File: config.mk
export PLATFORM = sky130hd
export DESIGN_NAME = instr_sequencer_flat
export DESIGN_NICKNAME = d
export VERILOG_FILES = /design/src/rtl/instr_sequencer_pkg.sv /design/src/rtl/instr_sequencer_if.sv /design/src/rtl/instr_sequencer_mem_handshake_timer.sv /design/src/rtl/instr_sequencer.sv /design/src/flat_wrapper.sv
export SDC_FILE = /design/constraint.sdc
export NUM_CORES = 1
export LEC_CHECK = 0
export CAP_MARGIN = 40
export CORE_ASPECT_RATIO = 1.25
export CORE_MARGIN = 8
export CORE_UTILIZATION = 44
export DETAILED_ROUTE_END_ITERATION = 10
export GPL_ROUTABILITY_DRIVEN = 0
export PLACE_DENSITY_LB_ADDON = 0.3
export SYNTH_ARGS = -nofsm -noshare
export SYNTH_HDL_FRONTEND = slang
export SYNTH_HIERARCHICAL = 1
export SYNTH_SLANG_ARGS = --single-unit
File: constraint.sdc
create_clock -name clk -period 2.8 [get_ports clk]
set_input_delay 0.56 -clock clk [delete_from_list [all_inputs] [get_ports clk]]
set_output_delay 0.56 -clock clk [all_outputs]
set_load 0.02 [all_outputs]
File: src/rtl/instr_sequencer_pkg.sv
// Shared encodings for the instruction sequencer: FSM states (also the ALU stage number),
// decoded instruction classes and the sequential PC step.
package instr_sequencer_pkg;

  localparam logic [2:0] ST_FETCH     = 3'd0;
  localparam logic [2:0] ST_DECODE    = 3'd1;
  localparam logic [2:0] ST_OPERAND   = 3'd2;
  localparam logic [2:0] ST_EXECUTE   = 3'd3;
  localparam logic [2:0] ST_MEMORY    = 3'd4;
  localparam logic [2:0] ST_WRITEBACK = 3'd5;
  localparam logic [2:0] ST_IDLE      = 3'd6;
  localparam logic [2:0] ST_FAULT     = 3'd7;

  typedef enum logic [4:0] {
    IT_RTYPE = 5'd1,
    IT_ITYPE = 5'd2,
    IT_STYPE = 5'd3,
    IT_BTYPE = 5'd4,
    IT_UTYPE = 5'd5,
    IT_LTYPE = 5'd6
  } itype_e;

  localparam logic [31:0] PC_INCR = 32'd4;

  function automatic logic itype_defined(input logic [4:0] it);
    case (it)
      IT_RTYPE, IT_ITYPE, IT_STYPE, IT_BTYPE, IT_UTYPE, IT_LTYPE: return 1'b1;
      default: return 1'b0;
    endcase
  endfunction

  function automatic logic itype_writes_rf(input logic [4:0] it);
    case (it)
      IT_RTYPE, IT_ITYPE, IT_LTYPE, IT_UTYPE: return 1'b1;
      default: return 1'b0;
    endcase
  endfunction

endpackage

File: src/rtl/instr_sequencer_if.sv
// Instruction and data memory request/acknowledge bus between the sequencer and the memories.
interface instr_sequencer_if;
  logic        imem_req_o;
  logic [31:0] imem_addr_o;
  logic        imem_ack_i;
  logic [31:0] imem_data_i;
  logic        dmem_req_o;
  logic        dmem_we_o;
  logic        dmem_ack_i;

  modport master (
    output imem_req_o, imem_addr_o, dmem_req_o, dmem_we_o,
    input  imem_ack_i, imem_data_i, dmem_ack_i
  );

  modport slave (
    input  imem_req_o, imem_addr_o, dmem_req_o, dmem_we_o,
    output imem_ack_i, imem_data_i, dmem_ack_i
  );
endinterface

File: src/rtl/instr_sequencer_mem_handshake_timer.sv
// Holds a memory request until acknowledged and flags a timeout once the wait budget is spent.
module instr_sequencer_mem_handshake_timer #(
  parameter int MEM_TIMEOUT = 15
) (
  input  logic clk,
  input  logic rst_n,
  input  logic launch,
  input  logic ack,
  output logic req,
  output logic done,
  output logic timeout
);
  localparam logic [3:0] LIMIT = 4'(MEM_TIMEOUT);

  logic       req_r;
  logic [3:0] wait_cnt_r;

  // Request mirrors the FSM's next state; the counter restarts whenever no request is open.
  always_ff @(posedge clk or negedge rst_n) begin
    if (!rst_n) begin
      req_r      <= 1'b0;
      wait_cnt_r <= 4'd0;
    end else begin
      req_r <= launch;
      if (!req_r) begin
        wait_cnt_r <= 4'd0;
      end else if (!ack && (wait_cnt_r != LIMIT)) begin
        wait_cnt_r <= wait_cnt_r + 4'd1;
      end else begin
        wait_cnt_r <= wait_cnt_r;
      end
    end
  end

  assign req     = req_r;
  assign done    = req_r && ack;
  // An ack on the terminal count still completes the access.
  assign timeout = req_r && !ack && (wait_cnt_r == LIMIT);
endmodule

File: src/rtl/instr_sequencer.sv
// Multi-cycle control FSM: fetch, decode, operand capture, execute, memory, writeback.
// Every output is a flop so the ALU capture strobes are glitch-free.
module instr_sequencer
  import instr_sequencer_pkg::*;
#(
  parameter logic [31:0] RESET_PC    = 32'h0000_0000,
  parameter int          MEM_TIMEOUT = 15
) (
  input  logic                      clk,
  input  logic                      reset,
  input  logic                      run_i,
  input  logic [4:0]                itype_i,
  input  logic                      branch_taken_i,
  input  logic [31:0]               alu_y_i,
  instr_sequencer_if.master         mem,
  output logic [31:0]               ir_o,
  output logic [31:0]               pc_o,
  output logic [2:0]                stage_o,
  output logic                      readin_a_o,
  output logic                      readin_b_o,
  output logic                      readin_pass_o,
  output logic                      rf_we_o,
  output logic                      retire_o,
  output logic                      fault_o
);
  logic [2:0]  state_r, next_s;
  logic [31:0] pc_r, ir_r;
  logic        readin_a_r, readin_b_r, readin_pass_r, rf_we_r, retire_r, fault_r, dmem_we_r;
  logic        imem_req_s, imem_done_s, imem_tmo_s;
  logic        dmem_req_s, dmem_done_s, dmem_tmo_s;
  logic        branch_s, misaligned_s, wb_ok_s, is_mem_s;

  instr_sequencer_mem_handshake_timer #(.MEM_TIMEOUT(MEM_TIMEOUT)) u_imem_timer (
    .clk(clk), .rst_n(reset), .launch(next_s == ST_FETCH), .ack(mem.imem_ack_i),
    .req(imem_req_s), .done(imem_done_s), .timeout(imem_tmo_s)
  );

  instr_sequencer_mem_handshake_timer #(.MEM_TIMEOUT(MEM_TIMEOUT)) u_dmem_timer (
    .clk(clk), .rst_n(reset), .launch(next_s == ST_MEMORY), .ack(mem.dmem_ack_i),
    .req(dmem_req_s), .done(dmem_done_s), .timeout(dmem_tmo_s)
  );

  // Next-state decode plus branch/alignment qualifiers used at writeback.
  always_comb begin
    branch_s     = (itype_i == IT_BTYPE) && branch_taken_i;
    misaligned_s = branch_s && (alu_y_i[1:0] != 2'b00);
    is_mem_s     = (itype_i == IT_LTYPE) || (itype_i == IT_STYPE);
    wb_ok_s      = (state_r == ST_WRITEBACK) && !misaligned_s;
    next_s       = state_r;
    case (state_r)
      ST_IDLE:      if (run_i) next_s = ST_FETCH; else next_s = ST_IDLE;
      ST_FETCH: begin
        if (imem_done_s)     next_s = ST_DECODE;
        else if (imem_tmo_s) next_s = ST_FAULT;
        else                 next_s = ST_FETCH;
      end
      ST_DECODE:    if (itype_defined(itype_i)) next_s = ST_OPERAND; else next_s = ST_FAULT;
      ST_OPERAND:   next_s = ST_EXECUTE;
      ST_EXECUTE:   if (is_mem_s) next_s = ST_MEMORY; else next_s = ST_WRITEBACK;
      ST_MEMORY: begin
        if (dmem_done_s)     next_s = ST_WRITEBACK;
        else if (dmem_tmo_s) next_s = ST_FAULT;
        else                 next_s = ST_MEMORY;
      end
      ST_WRITEBACK: begin
        if (misaligned_s) next_s = ST_FAULT;
        else if (run_i)   next_s = ST_FETCH;
        else              next_s = ST_IDLE;
      end
      ST_FAULT:     next_s = ST_FAULT;
      default:      next_s = ST_FAULT;
    endcase
  end

  // State, architectural registers and next-state-derived output flops.
  always_ff @(posedge clk or negedge reset) begin
    if (!reset) begin
      state_r       <= ST_IDLE;
      pc_r          <= RESET_PC;
      ir_r          <= 32'd0;
      readin_a_r    <= 1'b0;
      readin_b_r    <= 1'b0;
      readin_pass_r <= 1'b0;
      rf_we_r       <= 1'b0;
      retire_r      <= 1'b0;
      fault_r       <= 1'b0;
      dmem_we_r     <= 1'b0;
    end else begin
      state_r       <= next_s;
      readin_a_r    <= (next_s == ST_OPERAND);
      readin_b_r    <= (next_s == ST_OPERAND);
      readin_pass_r <= (next_s == ST_OPERAND) &&
                       ((itype_i == IT_STYPE) || (itype_i == IT_BTYPE));
      dmem_we_r     <= (next_s == ST_MEMORY) && (itype_i == IT_STYPE);
      rf_we_r       <= (next_s == ST_WRITEBACK) && itype_writes_rf(itype_i);
      retire_r      <= wb_ok_s;
      fault_r       <= (next_s == ST_FAULT);
      if (imem_done_s) ir_r <= mem.imem_data_i;
      if (wb_ok_s)     pc_r <= branch_s ? alu_y_i : (pc_r + PC_INCR);
    end
  end

  assign mem.imem_req_o  = imem_req_s;
  assign mem.imem_addr_o = pc_r;
  assign mem.dmem_req_o  = dmem_req_s;
  assign mem.dmem_we_o   = dmem_we_r;
  assign ir_o            = ir_r;
  assign pc_o            = pc_r;
  assign stage_o         = state_r;
  assign readin_a_o      = readin_a_r;
  assign readin_b_o      = readin_b_r;
  assign readin_pass_o   = readin_pass_r;
  assign rf_we_o         = rf_we_r;
  assign retire_o        = retire_r;
  assign fault_o         = fault_r;
endmodule

File: src/flat_wrapper.sv
// flat-port wrapper written by rule: the top's interface ports become plain ports
module instr_sequencer_flat import instr_sequencer_pkg::*;
#(
  parameter logic [31:0] RESET_PC    = 32'h0000_0000,
  parameter int          MEM_TIMEOUT = 15
)
  (clk, reset, run_i, itype_i, branch_taken_i, alu_y_i, ir_o, pc_o, stage_o, readin_a_o, readin_b_o, readin_pass_o, rf_we_o, retire_o, fault_o, mem_imem_req_o, mem_imem_addr_o, mem_dmem_req_o, mem_dmem_we_o, mem_imem_ack_i, mem_imem_data_i, mem_dmem_ack_i);
  instr_sequencer_if mem_i ();
  input  logic clk;
  input  logic reset;
  input  logic run_i;
  input  logic [4:0] itype_i;
  input  logic branch_taken_i;
  input  logic [31:0] alu_y_i;
  output logic [31:0] ir_o;
  output logic [31:0] pc_o;
  output logic [2:0] stage_o;
  output logic readin_a_o;
  output logic readin_b_o;
  output logic readin_pass_o;
  output logic rf_we_o;
  output logic retire_o;
  output logic fault_o;
  output wire logic [$bits(mem_i.imem_req_o)-1:0] mem_imem_req_o;
  output wire logic [$bits(mem_i.imem_addr_o)-1:0] mem_imem_addr_o;
  output wire logic [$bits(mem_i.dmem_req_o)-1:0] mem_dmem_req_o;
  output wire logic [$bits(mem_i.dmem_we_o)-1:0] mem_dmem_we_o;
  input wire logic [$bits(mem_i.imem_ack_i)-1:0] mem_imem_ack_i;
  input wire logic [$bits(mem_i.imem_data_i)-1:0] mem_imem_data_i;
  input wire logic [$bits(mem_i.dmem_ack_i)-1:0] mem_dmem_ack_i;
  assign mem_imem_req_o = mem_i.imem_req_o;
  assign mem_imem_addr_o = mem_i.imem_addr_o;
  assign mem_dmem_req_o = mem_i.dmem_req_o;
  assign mem_dmem_we_o = mem_i.dmem_we_o;
  assign mem_i.imem_ack_i = mem_imem_ack_i;
  assign mem_i.imem_data_i = mem_imem_data_i;
  assign mem_i.dmem_ack_i = mem_dmem_ack_i;
  instr_sequencer #(.RESET_PC(RESET_PC), .MEM_TIMEOUT(MEM_TIMEOUT)) u_core (.clk(clk), .reset(reset), .run_i(run_i), .itype_i(itype_i), .branch_taken_i(branch_taken_i), .alu_y_i(alu_y_i), .mem(mem_i), .ir_o(ir_o), .pc_o(pc_o), .stage_o(stage_o), .readin_a_o(readin_a_o), .readin_b_o(readin_b_o), .readin_pass_o(readin_pass_o), .rf_we_o(rf_we_o), .retire_o(retire_o), .fault_o(fault_o));
endmodule
==> impl_metrics.json, run 1 <==
{
  "cellLeakagePower_nw": 2.638,
  "rows": 42,
  "clock_tree_from_tritoncts": "done",
  "startpoint": "itype_i[3]",
  "endpoint_kind": "register",
  "layout-drive-gt1-share_pct": 13.70,
  "resized_cells_post_cts": 0,
  "die_height_um": 130.6,
  "antenna_violating_nets_left": 0,
  "cts-root-to-sink-buffers": 2,
  "power.density_nw_per_um2": 909.2,
  "grt_pass1_wl_um": 22460,
  "postCtsSetupRepairBufs": 0,
  "worst_path_dominant_cell_family": "simple AND/OR/NAND/NOR gates",
  "cts.clk_slew.worst_paths_ns": 0.06,
  "worst-slew-pin-transition_ns": 0.7250,
  "ys_ff_latch": 83,
  "share_of_the_clock_period_used_by_the_worst_path_after_layout_pct": 88.87,
  "layout.cells.most_common": "sky130_fd_sc_hd__clkdlybuf4s50_1",
  "synthFlopType": "sky130_fd_sc_hd__dfrtp_1",
  "share_of_total_power_in_sequential_cells_pct": 32.7,
  "r2r-end": "u_core/mem.imem_addr_o[28]",
  "critical_path_required_ns": 3.01,
  "diode_insertion_count_for_antenna_repair": 0,
  "fin_nets": 708,
  "first_iter_violations": 220,
  "mappedNetlistNets": 551,
  "initial_core_util_pct": 44.41,
  "switching_power_w": 0.002360,
  "grt.total_usage_pct": 19.90,
  "status": "finished, final reports clean",
  "kind_of_path_behind_the_tightest_hold_check": "input port to asynchronous set/reset pin",
  "routedWlPerCell_um": 18.51,
  "type_of_the_worst_setup_path": "input port to register",
  "setup_tns_ns": 0,
  "cts_inserted_buffers": 9,
  "timing.critical_path.cells": "clkdlybuf4s50_1 > or4b_4 > or2_1 > o21ai_4 > inv_2 > and3_1 > a211oi_1 > a211oi_1",
  "die_area_um2": 14060,
  "wl_um": 14200,
  "switching_share_pct": 38.54,
  "hpwlAfterDp_um": 10780,
  "finalSetupViolations": 0,
  "holdWs_ns": 0.2417,
  "cts_htree_levels": 3,
  "cp.buffers_inverters": 2,
  "fin_crit_ns": 2.488,
  "postSynth.asyncResetShare_pct": 100.0,
  "largest_net_degree_at_the_start_of_global_routing": 51,
  "synth_area_um2": 4621,
  "postCtsHoldBufs": 0,
  "worst_r2r_startpoint": "u_core/stage_o[2]",
  "critPathMaxFanout": 4,
  "synth_area_leader_cell": "sky130_fd_sc_hd__dfrtp_1",
  "synth_enable_flop_cells": 0,
  "timing.max_slew.rel_slack_pct": 51.49,
  "layout.cells.most_common_list": "181 x sky130_fd_sc_hd__clkdlybuf4s50_1, 81 x sky130_fd_sc_hd__dfrtp_1, 39 x sky130_fd_sc_hd__nand2_1",
  "vias": 4396,
  "unrepaired_setup_endpoints_after_global_routing": "no",
  "start_kind": "input port",
  "number_of_global_route_vias_before_repair": 4604,
  "synthCells": 473,
  "cp_slowest_stage_delay_ns": 0.55,
  "synth_seq_area_share_pct": 45.00,
  "number_of_antenna_violations_at_the_first_check_in_global_routing": 0,
  "ioPinCount": 183,
  "max-vdd-ir-drop_uv": 621.4,
  "layout-area-overhead-vs-synth_pct": 45.71,
  "achievable-frequency_mhz": 401.9,
  "most_common_cell_type_on_the_critical_path": "sky130_fd_sc_hd__a211oi_1",
  "die_w_um": 107.7,
  "synthesis.area_per_instance_um2": 9.769,
  "drv.max_cap_violation_count": 0,
  "power.share.clock_pct": 19.4,
  "critical-path-slowest-cell": "sky130_fd_sc_hd__or4b_4",
  "worst-path-stages": 8,
  "synthTopCellsByArea": "sky130_fd_sc_hd__dfrtp_1 44%, sky130_fd_sc_hd__mux2_2 7.8%, sky130_fd_sc_hd__buf_4 5.4%",
  "synth_top_area_share_pct": 43.87,
  "port_buffers": 182,
  "power.total_w": 0.006122,
  "yosysUniqueCellTypes": 66,
  "regToRegSetupSlack_ns": 0.48,
  "cp-endpoint": "u_core/mem.imem_addr_o[30]",
  "cts_num_sinks": 83,
  "clk_latency_ns": 0.34,
  "clock_root_buffer": "sky130_fd_sc_hd__clkbuf_16",
  "core_um2": 10410,
  "via_per_inst": 5.731,
  "ys.warnings.count": 6,
  "timing.critical_path.arrival_ns": 2.70,
  "p_comb_share_pct": 47.9,
  "r2r.worst_path.cells": 4,
  "p_int_w": 0.003762,
  "fin_skew_ns": 0.005078,
  "overflow": 0,
  "final-max-slew-violation-count": 0,
  "final_hold_fails": 0,
  "post-route-drc-count": 0,
  "firstDrtPassIters": 5
}
Yosys cell counts, types with 4 or more instances:
cell,count
sky130_fd_sc_hd__dfrtp_1,81
sky130_fd_sc_hd__nand2_1,39
sky130_fd_sc_hd__a21oi_1,37
sky130_fd_sc_hd__buf_4,33
sky130_fd_sc_hd__mux2_2,32
sky130_fd_sc_hd__nor2_1,29
sky130_fd_sc_hd__o21ai_0,25
sky130_fd_sc_hd__nand3_1,17
sky130_fd_sc_hd__clkbuf_1,16
sky130_fd_sc_hd__nor3_1,15
sky130_fd_sc_hd__o22ai_1,15
sky130_fd_sc_hd__inv_1,12
sky130_fd_sc_hd__nand4_1,12
sky130_fd_sc_hd__and2_1,5
sky130_fd_sc_hd__and4_1,5
sky130_fd_sc_hd__a211oi_1,4
sky130_fd_sc_hd__a22oi_1,4
sky130_fd_sc_hd__and3_1,4
sky130_fd_sc_hd__buf_6,4
sky130_fd_sc_hd__xnor2_1,4
power by group through the flow:
| stage | clock, W | combinational [W] | sequential [W] |
|---|---|---|---|
| after floorplan | 0 | 0.00127 | 0.00237 |
| after global placement | 0 | 0.00290 | 0.00200 |
| after detailed placement | 0 | 0.00294 | 0.00202 |
| after CTS | 0.00121 | 0.00295 | 0.00201 |
| after global routing | 0.00126 | 0.00312 | 0.00207 |
| final | 0.00119 | 0.00293 | 0.00200 |
how the worst min path moves through the flow:
stage,from,endpoint,cells after the start
2_1_floorplan,reset,u_core/fault_o,0
3_3_place_gp,u_core/ir_o[7],u_core/ir_o[7],1
3_5_place_dp,u_core/ir_o[21],u_core/ir_o[21],1
4_1_cts,reset,u_core/u_dmem_timer/wait_cnt_r[3],1
5_1_grt,reset,u_core/u_dmem_timer/wait_cnt_r[3],1
6_report,reset,u_core/u_dmem_timer/wait_cnt_r[3],1
state kept, by name, indices dropped and copies added, names as in the netlist:
name / flops
u_core/fault_o: 1
u_core/ir_o: 32
u_core/mem.dmem_we_o: 1
u_core/mem.imem_addr_o: 32
u_core/readin_b_o: 1
u_core/readin_pass_o: 1
u_core/retire_o: 1
u_core/rf_we_o: 1
u_core/stage_o: 3
u_core/u_dmem_timer/req: 1
u_core/u_dmem_timer/wait_cnt_r: 4
u_core/u_imem_timer/req: 1
u_core/u_imem_timer/wait_cnt_r: 4
per-stage QoR:
| step | utilization, % | std cells | instance area (µm²) | worst slack, ns |
|---|---|---|---|---|
| after floorplan | - | 473 | 4621 | 0.4466 |
| after global placement | 61.82 | 751 | 6432 | 0.1013 |
| after detailed placement | 61.82 | 751 | 6432 | 0.007353 |
| after CTS | 64.71 | 767 | 6733 | 0.3487 |
| after global routing | 64.71 | 767 | 6733 | 0.1861 |
| final | 64.71 | 767 | 6733 | 0.3116 |
routing by layer:
metal	track usage [%]	vias up	wire length, µm
met5	0	-	0
met4	7.529	0	273
met3	5.937	25	1274
met2	35.03	207	7136
met1	22.05	2138	5510
li1	-	2026	-
final cells by class:
| cell class | instances | area (µm²) |
|---|---|---|
| clock inverter | 7 | 75.07 |
| multi-input combinational | 320 | 2125 |
| clock buffer | 9 | 225.2 |
| sequential | 83 | 2079 |
| timing repair buffer | 203 | 2014 |
| inverter | 13 | 48.80 |
| fill | 858 | 3672 |
| tap | 132 | 165.2 |
cell families after synthesis:
group / synth area share [%]
and+or+nand+nor: 17.36
AOI/OAI and AO/OA: 18.17
DFF: 45.00
buffers and inverters: 9.071
muxes: 8.449
xor gates and xnor gates: 1.137
adders and majority gates: 0.8124
(Power assumes the default switching activity.)
==> inputs of run 2 (changes only) <==
--- a/config.mk
+++ b/config.mk
@@ -8,9 +8,11 @@
 export CAP_MARGIN = 40
 export CORE_ASPECT_RATIO = 1.25
 export CORE_MARGIN = 8
-export CORE_UTILIZATION = 44
+export CORE_UTILIZATION = 45
 export DETAILED_ROUTE_END_ITERATION = 10
+export DONT_BUFFER_PORTS = 1
 export GPL_ROUTABILITY_DRIVEN = 0
+export GPL_TIMING_DRIVEN = 0
 export PLACE_DENSITY_LB_ADDON = 0.3
 export SYNTH_ARGS = -nofsm -noshare
 export SYNTH_HDL_FRONTEND = slang
==> run 2 against run 1 <==
Compared with the run above:
- power fell by 16%
- setup slack got worse by 0.059 ns
- via count fell by 14%
- utilization is 14 points lower
- critical endpoint is now u_core/mem.imem_addr_o[28]
==> impl_metrics.json, run 2 (synthesis gave the netlist of run 1 again) <==
{
  "fin_crit_ns": 2.548,
  "final-max-slew-violation-count": 0,
  "worst-slew-pin-transition_ns": 0.8613,
  "cts-root-to-sink-buffers": 2,
  "unrepaired_setup_endpoints_after_global_routing": "no",
  "largest_net_degree_at_the_start_of_global_routing": 82,
  "critPathMaxFanout": 10,
  "overflow": 0,
  "firstDrtPassIters": 5,
  "setup_tns_ns": 0,
  "routed.top_layer": "met4",
  "ioPinCount": 183,
  "die_area_um2": 13790,
  "max-vdd-ir-drop_uv": 422.2,
  "type_of_the_worst_setup_path": "register to register",
  "clock_tree_from_tritoncts": "done",
  "initial_core_util_pct": 45.96,
  "finalSetupViolations": 0,
  "cp_slowest_stage_delay_ns": 0.64,
  "die_w_um": 106.6,
  "power.density_nw_per_um2": 1011,
  "core_um2": 10050,
  "die_height_um": 129.3,
  "clock_root_buffer": "sky130_fd_sc_hd__clkbuf_16",
  "port_buffers": 0,
  "power.total_w": 0.005149,
  "critical_path_required_ns": 3.01,
  "first_iter_violations": 199,
  "kind_of_path_behind_the_tightest_hold_check": "input port to asynchronous set/reset pin",
  "route.met2.wl_um": 6437,
  "layout-area-overhead-vs-synth_pct": 10.18,
  "post-route-drc-count": 0,
  "critical-path-slowest-cell": "sky130_fd_sc_hd__dfstp_2",
  "wl_um": 13420,
  "r2r-end": "u_core/mem.imem_addr_o[28]",
  "final_hold_fails": 0,
  "met3_wirelength_um": 1683,
  "timing.critical_path.cells": "clkbuf_1 > nand3b_1 > nor2_2 > nand3_1 > o311ai_0",
  "number_of_global_route_vias_before_repair": 3828,
  "number_of_antenna_violations_at_the_first_check_in_global_routing": 0,
  "cellLeakagePower_nw": 2.061,
  "regToRegSetupSlack_ns": 0.25,
  "endpoint_kind": "register",
  "grt_pass1_wl_um": 20720,
  "cts_inserted_buffers": 9,
  "timing.critical_path.arrival_ns": 2.75,
  "vias": 3778,
  "via_per_inst": 6.094,
  "share_of_the_clock_period_used_by_the_worst_path_after_layout_pct": 90.99,
  "layout-drive-gt1-share_pct": 21.18,
  "timing.max_slew.rel_slack_pct": 42.37,
  "routedWlPerCell_um": 21.65,
  "cts_num_sinks": 83,
  "layout.cells.most_common_list": "81 x sky130_fd_sc_hd__dfrtp_1, 39 x sky130_fd_sc_hd__nand2_1, 37 x sky130_fd_sc_hd__a21oi_1",
  "r2r.worst_path.cells": 5,
  "status": "finished, final reports clean",
  "achievable-frequency_mhz": 392.5,
  "clk_latency_ns": 0.34,
  "antenna_violating_nets_left": 0,
  "worst_r2r_startpoint": "u_core/stage_o[2]",
  "diode_insertion_count_for_antenna_repair": 0,
  "routed_met1_length_um": 5020,
  "rows": 41,
  "cts.clk_slew.worst_paths_ns": 0.06,
  "hpwlAfterDp_um": 10320,
  "grt.total_usage_pct": 19.01,
  "drv.max_cap_violation_count": 0,
  "fin_skew_ns": 0.006345,
  "fin_nets": 564,
  "layout.cells.most_common": "sky130_fd_sc_hd__dfrtp_1",
  "start_kind": "register",
  "cts_htree_levels": 3
}
==> run 2: changes by cell type in the layout (fill, tap and decap cells not counted), sizes merged <==
cell           before  now
bufinv              1    0
inv                15   13
clkdlybuf4s50     181    0
clkbuf              9   28
buf                22   43
==> run 2: routing by layer <==
metal  vias up  track usage (%)
li1       1743                -
met1      1784            21.04
met2       228            31.40
met3        23            7.948
met4         0            8.133
met5         -                0
==> run 2: metrics by stage <==
step                util [%]  hold WS (ns)  worst slack, ns  std cells  cell area (µm²)
floorplan                  -        0.2644           0.4466        473             4621
global placement       47.56        0.2667          0.05858        602             4782
detailed placement     47.61        0.2668          0.07823        603             4787
CTS                    50.61       0.05032          0.09343        620             5089
global route           50.63       0.04956          0.08383        620             5091
finish                 50.63       0.06495           0.2522        620             5091
==> run 2: repair_timing <==
item / 4_1_cts / 5_1_grt
hold buffers: 1 / 0
buffers inserted: 0 / 0
gates resized for setup: 0 / 1
endpoints found under the setup margin: 0 / 1
hold endpoints to repair: 81 / 0
==> run 2: layout make-up <==
cell class / count / area (µm²)
plain buffers: 57 / 370.4
repair buffers: 2 / 32.53
well taps: 129 / 161.4
multi-input cells: 320 / 2125
inverters: 13 / 48.80
clock inverters: 4 / 27.53
flip-flops and latches: 83 / 2079
clock buffers: 12 / 246.5
fillers: 958 / 4964
==> run 2: where the power goes <==
group / leakage (nW) / total [W] / internal [W] / switching, W
Sequential: 1.05 / 0.00251 / 0.00160 / 0.000913
Clock: 0.125 / 0.00110 / 0.000624 / 0.000474
Combinational: 0.885 / 0.00154 / 0.000697 / 0.000846
Total: 2.06 / 0.00515 / 0.00292 / 0.00223
==> run 2: worst max-delay path by stage <==
stage | startpoint | endpoint | slack [ns] | cells after the start
after floorplan | itype_i[0] | u_core/mem.imem_addr_o[24] | 0.45 | 9
after global placement | itype_i[0] | u_core/mem.imem_addr_o[19] | 0.06 | 7
after detailed placement | itype_i[0] | u_core/mem.imem_addr_o[19] | 0.08 | 7
after CTS | u_core/stage_o[2] | u_core/mem.imem_addr_o[28] | 0.09 | 5
after global routing | u_core/stage_o[2] | u_core/mem.imem_addr_o[28] | 0.08 | 5
final | u_core/stage_o[2] | u_core/mem.imem_addr_o[28] | 0.25 | 5
==> run 2: worst max-delay path: cells and delay by family (launching register included) <==
kind            cells  cell delay, ns
flops               1            0.64
buf+inv             1            0.37
simple gates        3            1.02
compound gates      1            0.39
==> inputs of run 3 (changes only) <==
--- a/config.mk
+++ b/config.mk
@@ -5,6 +5,7 @@
 export SDC_FILE = /design/constraint.sdc
 export NUM_CORES = 1
 export LEC_CHECK = 0
+export ABC_CLOCK_PERIOD_IN_PS = 2800
 export CAP_MARGIN = 40
 export CORE_ASPECT_RATIO = 1.25
 export CORE_MARGIN = 8
==> results of run 3 <==
Final layout, timing and power as in run 2 (identical DEF).
